<file path="config.mk">
export PLATFORM = sky130hd
export DESIGN_NAME = pdm_multi_recorder
export DESIGN_NICKNAME = d
export VERILOG_FILES = /design/src/rtl/pdm_multi_recorder.sv
export SDC_FILE = /design/constraint.sdc
export NUM_CORES = 1
export LEC_CHECK = 0
export ABC_AREA = 0
export ABC_CLOCK_PERIOD_IN_PS = 6870
export CORE_UTILIZATION = 55
export DETAILED_ROUTE_END_ITERATION = 10
export GPL_TIMING_DRIVEN = 1
export PLACE_DENSITY = 0.89
export SYNTH_ARGS = -nofsm -noshare
export SYNTH_HDL_FRONTEND = slang
export SYNTH_SLANG_ARGS = --single-unit
</file>
<file path="constraint.sdc">
create_clock -name clk -period 6.87 [get_ports clk]
set_input_delay 1.7175 -clock clk [delete_from_list [all_inputs] [get_ports clk]]
set_output_delay 1.7175 -clock clk [all_outputs]
set_load 0.005 [all_outputs]
</file>
<file path="src/rtl/pdm_multi_recorder.sv">
// PDM microphone capture engine: free-running micClk divider, per-word bit packing or
// pulse-density counting, and fixed-length recording into one of NUM_SLOTS sample RAMs.
module pdm_multi_recorder #(
    parameter int WORD_W    = 32,
    parameter int ADDR_W    = 12,
    parameter int DEPTH     = 4096,
    parameter int CLK_DIV   = 42,
    parameter int NUM_SLOTS = 5,
    localparam int SLOT_W   = (NUM_SLOTS > 1) ? $clog2(NUM_SLOTS) : 1
) (
    input  logic                 clk,
    input  logic                 rst,
    input  logic                 start,
    input  logic                 abort,
    input  logic [SLOT_W-1:0]    slot,
    input  logic                 mode,
    input  logic                 micData,
    output logic                 micClk,
    output logic                 ram_wr,
    output logic [NUM_SLOTS-1:0] slot_we,
    output logic [ADDR_W-1:0]    ram_addr,
    output logic [WORD_W-1:0]    ram_data,
    output logic                 busy,
    output logic                 done,
    output logic                 aborted
);

    localparam int DIV_W = $clog2(CLK_DIV);
    localparam int CNT_W = $clog2(WORD_W + 1);
    localparam logic [DIV_W-1:0]  DIV_LAST  = DIV_W'(CLK_DIV - 1);
    localparam logic [DIV_W-1:0]  DIV_HALF  = DIV_W'(CLK_DIV / 2);
    localparam logic [ADDR_W-1:0] ADDR_LAST = ADDR_W'(DEPTH - 1);
    localparam logic [CNT_W-1:0]  BIT_LAST  = CNT_W'(WORD_W - 1);

    typedef enum logic [1:0] {
        S_IDLE,
        S_CAPTURE,
        S_WRITE,
        S_DONE
    } state_t;

    state_t             state_q, state_d;
    logic [DIV_W-1:0]   div_q, div_d;
    logic               mic_clk_q;
    logic               strobe;
    logic [SLOT_W-1:0]  slot_q, slot_d;
    logic               mode_q, mode_d;
    logic [ADDR_W-1:0]  addr_q, addr_d;
    logic [CNT_W-1:0]   bitcnt_q, bitcnt_d;
    logic [CNT_W-1:0]   ones_q, ones_d;
    logic [WORD_W-1:0]  shreg_q, shreg_d;
    logic               aborted_q, aborted_d;
    logic               slot_ok;

    // Divider free-runs regardless of FSM state; micClk is the registered half-period compare.
    assign strobe = (div_q == DIV_LAST);
    assign div_d  = strobe ? '0 : div_q + 1'b1;

    always_ff @(posedge clk or posedge rst) begin
        if (rst) begin
            div_q     <= '0;
            mic_clk_q <= 1'b0;
        end else begin
            div_q     <= div_d;
            mic_clk_q <= (div_d >= DIV_HALF);
        end
    end

    assign slot_ok = ({1'b0, slot} < (SLOT_W + 1)'(NUM_SLOTS));

    always_comb begin
        state_d   = state_q;
        slot_d    = slot_q;
        mode_d    = mode_q;
        addr_d    = addr_q;
        bitcnt_d  = bitcnt_q;
        ones_d    = ones_q;
        shreg_d   = shreg_q;
        aborted_d = 1'b0;
        case (state_q)
            S_IDLE: begin
                if (start && slot_ok) begin
                    slot_d   = slot;
                    mode_d   = mode;
                    addr_d   = '0;
                    bitcnt_d = '0;
                    ones_d   = '0;
                    shreg_d  = '0;
                    state_d  = S_CAPTURE;
                end
            end
            S_CAPTURE: begin
                if (abort) begin
                    aborted_d = 1'b1;
                    state_d   = S_IDLE;
                end else if (strobe) begin
                    if (mode_q) begin
                        ones_d = ones_q + CNT_W'(micData);
                    end else begin
                        shreg_d = {shreg_q[WORD_W-2:0], micData};
                    end
                    bitcnt_d = bitcnt_q + 1'b1;
                    if (bitcnt_q == BIT_LAST) begin
                        state_d = S_WRITE;
                    end
                end
            end
            S_WRITE: begin
                // An abort here still lets this cycle's write land; only the follow-on is cancelled.
                if (abort) begin
                    aborted_d = 1'b1;
                    state_d   = S_IDLE;
                end else if (addr_q == ADDR_LAST) begin
                    state_d = S_DONE;
                end else begin
                    addr_d   = addr_q + 1'b1;
                    bitcnt_d = '0;
                    ones_d   = '0;
                    shreg_d  = '0;
                    state_d  = S_CAPTURE;
                end
            end
            S_DONE: begin
                state_d = S_IDLE;
            end
            default: begin
                state_d = S_IDLE;
            end
        endcase
    end

    always_ff @(posedge clk or posedge rst) begin
        if (rst) begin
            state_q   <= S_IDLE;
            slot_q    <= '0;
            mode_q    <= 1'b0;
            addr_q    <= '0;
            bitcnt_q  <= '0;
            ones_q    <= '0;
            shreg_q   <= '0;
            aborted_q <= 1'b0;
        end else begin
            state_q   <= state_d;
            slot_q    <= slot_d;
            mode_q    <= mode_d;
            addr_q    <= addr_d;
            bitcnt_q  <= bitcnt_d;
            ones_q    <= ones_d;
            shreg_q   <= shreg_d;
            aborted_q <= aborted_d;
        end
    end

    assign micClk   = mic_clk_q;
    assign ram_wr   = (state_q == S_WRITE);
    assign slot_we  = ram_wr ? (NUM_SLOTS'(1) << slot_q) : '0;
    assign ram_addr = addr_q;
    assign ram_data = ram_wr ? (mode_q ? WORD_W'(ones_q) : shreg_q) : '0;
    assign busy     = (state_q == S_CAPTURE) || (state_q == S_WRITE);
    assign done     = (state_q == S_DONE);
    assign aborted  = aborted_q;

endmodule

</file>
==> metrics <==
WL per Instance=16.0 um; Hold Slack=0.511 ns; yosys warns=0; # Max-Cap Violations=0; clk_lat worst skew=0.36 ns; largest net degree at the start of global routing=71; GR Overflow Total=0; Final Setup Violations=0; synth top area cells=dfrtp_1 50%, a22o_1 8.0%, and2_1 5.2%; RSZ-0062 raised after global routing=false; # nets final=421; Worst Setup Slack, final=1.37 ns; Die Height=81.8 um; post-synthesis sequential area ratio=0.500; RD Place Congestion=0.804; setup TNS=0 ns; Yosys cell types=47; Total GRT Usage=0.253; crit-path max FO=26; peak supply drop=0.181 mV; Yosys top cell area share=0.500; Post-Synthesis Cells=344; worst slew pin tran=1.10 ns; # Post-CTS Setup Buffers=0; Final Skew=0.00865 ns; Crit. End Element=output port; final WL=7710 um; Longest Clk Path Bufs=2; first drt pass iteration count=4; fin util=0.724; core region area=6030 sq um; DIE AREA=6690 sq um; Via Count=2,899; Tmin final=5.50 ns; ys async rst share=1.00; Final Max Slew Viols=0; vias per cell=6.01; fin crit share=0.801; Initial Utilization=0.581; detailed placer's ending HPWL=5180 um; status=finished, final reports clean; compound-cell area share of the yosys netlist=0.180; static leakage=1.91 nW; Post-route DRC=0; reg2reg setup slack=3.80 ns; Max Clk Rate=0.182 GHz; Syn Std Cell Area=3500 sq um; Post-CTS Hold Buffers=0; Mean Syn Cell Area=10.2 sq um; Yosys reg bits=70; initial antenna violation count=0; Cell Rows=28; Initial DRC Count=151; Reg clk slew, reported paths=0.08 ns; Synth top cells by count=70 x dfrtp_1, 32 x a22o_1, 29 x and2_1; I/O pin cnt=63; TritonCTS clock tree=built; Die X=81.8 um; largest area contributor in the netlist=dfrtp_1; post-place setup slack=1.73 ns; number of global-route vias before repair=2,656; first-pass GRT wire length=12,600 um; crit start category=flip-flop; wl on met1=3370 um; root buf cell=clkbuf_8; port buffer count=62; Top Layer Used=met4; Hold Vio Cnt, Final=0; ant diodes=0; H-tree depth=3; simple-gate share of the synthesized area=0.207; Top FF cell, synth=dfrtp_1; number of synthesized flops with an enable pin=0; XOR/XNOR share of the synthesized area=0.0100; relative slew slack=0.263; layout cells sized above 1=0.0663; Setup Crit Path Kind=reg -> out; CP Data Required Time=5.15 ns; PD cells=279 nW/um^2; Synthesized Nets=363; largest family of logic cells by synthesized area=simple AND/OR/NAND/NOR gates; clock sink count=70; Area Overhead vs Synth=24.7%; CP arrival=3.78 ns; WL met3=373 um; worst hold path type=reg -> reg; total CTS buffers=9; PostCTS Resize Cnt=0; Adder-Cell Fraction of Synth Area=0.0357; Post-DRT Antenna Nets=0; met2 WL post-DR=3810 um; post-synthesis mux area share=0.0300; count leader, synth=dfrtp_1
==> layout make-up <==
| cell class | count | area (sq um) |
|---|---|---|
| Clock inverter | 7 | 97.6 |
| Inverter | 11 | 41.3 |
| Sequential cell | 70 | 1750 |
| Fill cell | 434 | 1660 |
| Clock buffer | 9 | 124 |
| Timing Repair Buffer | 64 | 636 |
| Multi-Input combinational cell | 246 | 1620 |
| Tap cell | 75 | 93.8 |
==> metal layers <==
metal  up-vias  GRT usage
met3        15     0.0422
met5         -          0
li1       1371          -
met1      1419      0.335
met4         0      0.118
met2        94      0.404
==> logic make-up after synthesis <==
| logic type | Yosys count |
|---|---|
| multiplexers | 10 |
| adder cells (fa/ha/maj) | 10 |
| buffers and inverters | 28 |
| XOR/XNOR | 4 |
| AND/OR/NAND/NOR | 135 |
| flip-flops | 70 |
| AO/OA/AOI/OAI | 87 |
==> per-stage QoR <==
step	instances	total power [mW]	instance area (sq um)
global route	482	1.28	4370
finish	482	1.22	4370
detailed placement	466	0.850	4140
global placement	466	0.835	4140
CTS	482	1.22	4370
floorplan	344	0.744	3500
==> cells in the final DEF, fill, tap and decap left out, types with 3 or more instances in the layout <==
master and n:
nor3_1 3, a31oi_1 5, inv_1 9, clkbuf_8 9, or3_1 4, and2_1 29
nor2_1 25, mux2i_1 6, o31ai_1 8, ha_1 10, xnor2_1 3, nand3_1 19
clkdlybuf4s50_1 62, o21ai_0 24, dfrtp_1 70, nand2_1 24, or4_1 4, a21oi_1 4
and3_1 8, a22o_1 32, mux2_2 4, o211ai_1 3, nand4_1 6, nand2b_1 3
==> power by group <==
part           internal, mW  switching, mW  total, mW
combinational         0.126          0.222      0.348
clock                 0.205          0.166      0.372
sequential            0.445         0.0511      0.496
==> state kept, by name (all words and copies together) (netlist names) <==
| signal | cells |
|---|---|
| shreg_q | 32 |
| ram_addr | 12 |
| bitcnt_q | 6 |
| div_q | 6 |
| ones_q | 6 |
| slot_q | 3 |
| state_q | 2 |
| aborted | 1 |
| micClk | 1 |
| mode_q | 1 |
==> worst max-delay path, cell delays in order (launching register included) <==
cell and delay (ns):
dfrtp_1 0.42, inv_1 0.10, ha_1 0.50, clkinv_1 0.62, nor2_1 1.02, and2_1 0.25, clkdlybuf4s50_1 0.52
==> path summary, 6_finish.rpt <==
check / start / cells past startpoint / endpoint
setup / recovery: state_q[0]$_DFFE_PP0P_ / 6 / ram_data[6]
hold / removal: bitcnt_q[5]$_DFFE_PP0P_ / 1 / bitcnt_q[5]$_DFFE_PP0P_
setup reg to reg: state_q[0]$_DFFE_PP0P_ / 6 / bitcnt_q[5]$_DFFE_PP0P_
hold reg to reg: bitcnt_q[5]$_DFFE_PP0P_ / 1 / bitcnt_q[5]$_DFFE_PP0P_
max in group asynchronous: rst / 3 / slot_q[2]$_DFFE_PP0P_
min in group asynchronous: rst / 3 / ram_addr[10]$_DFFE_PP0P_
Note: power is estimated with default switching activity, not from simulation.
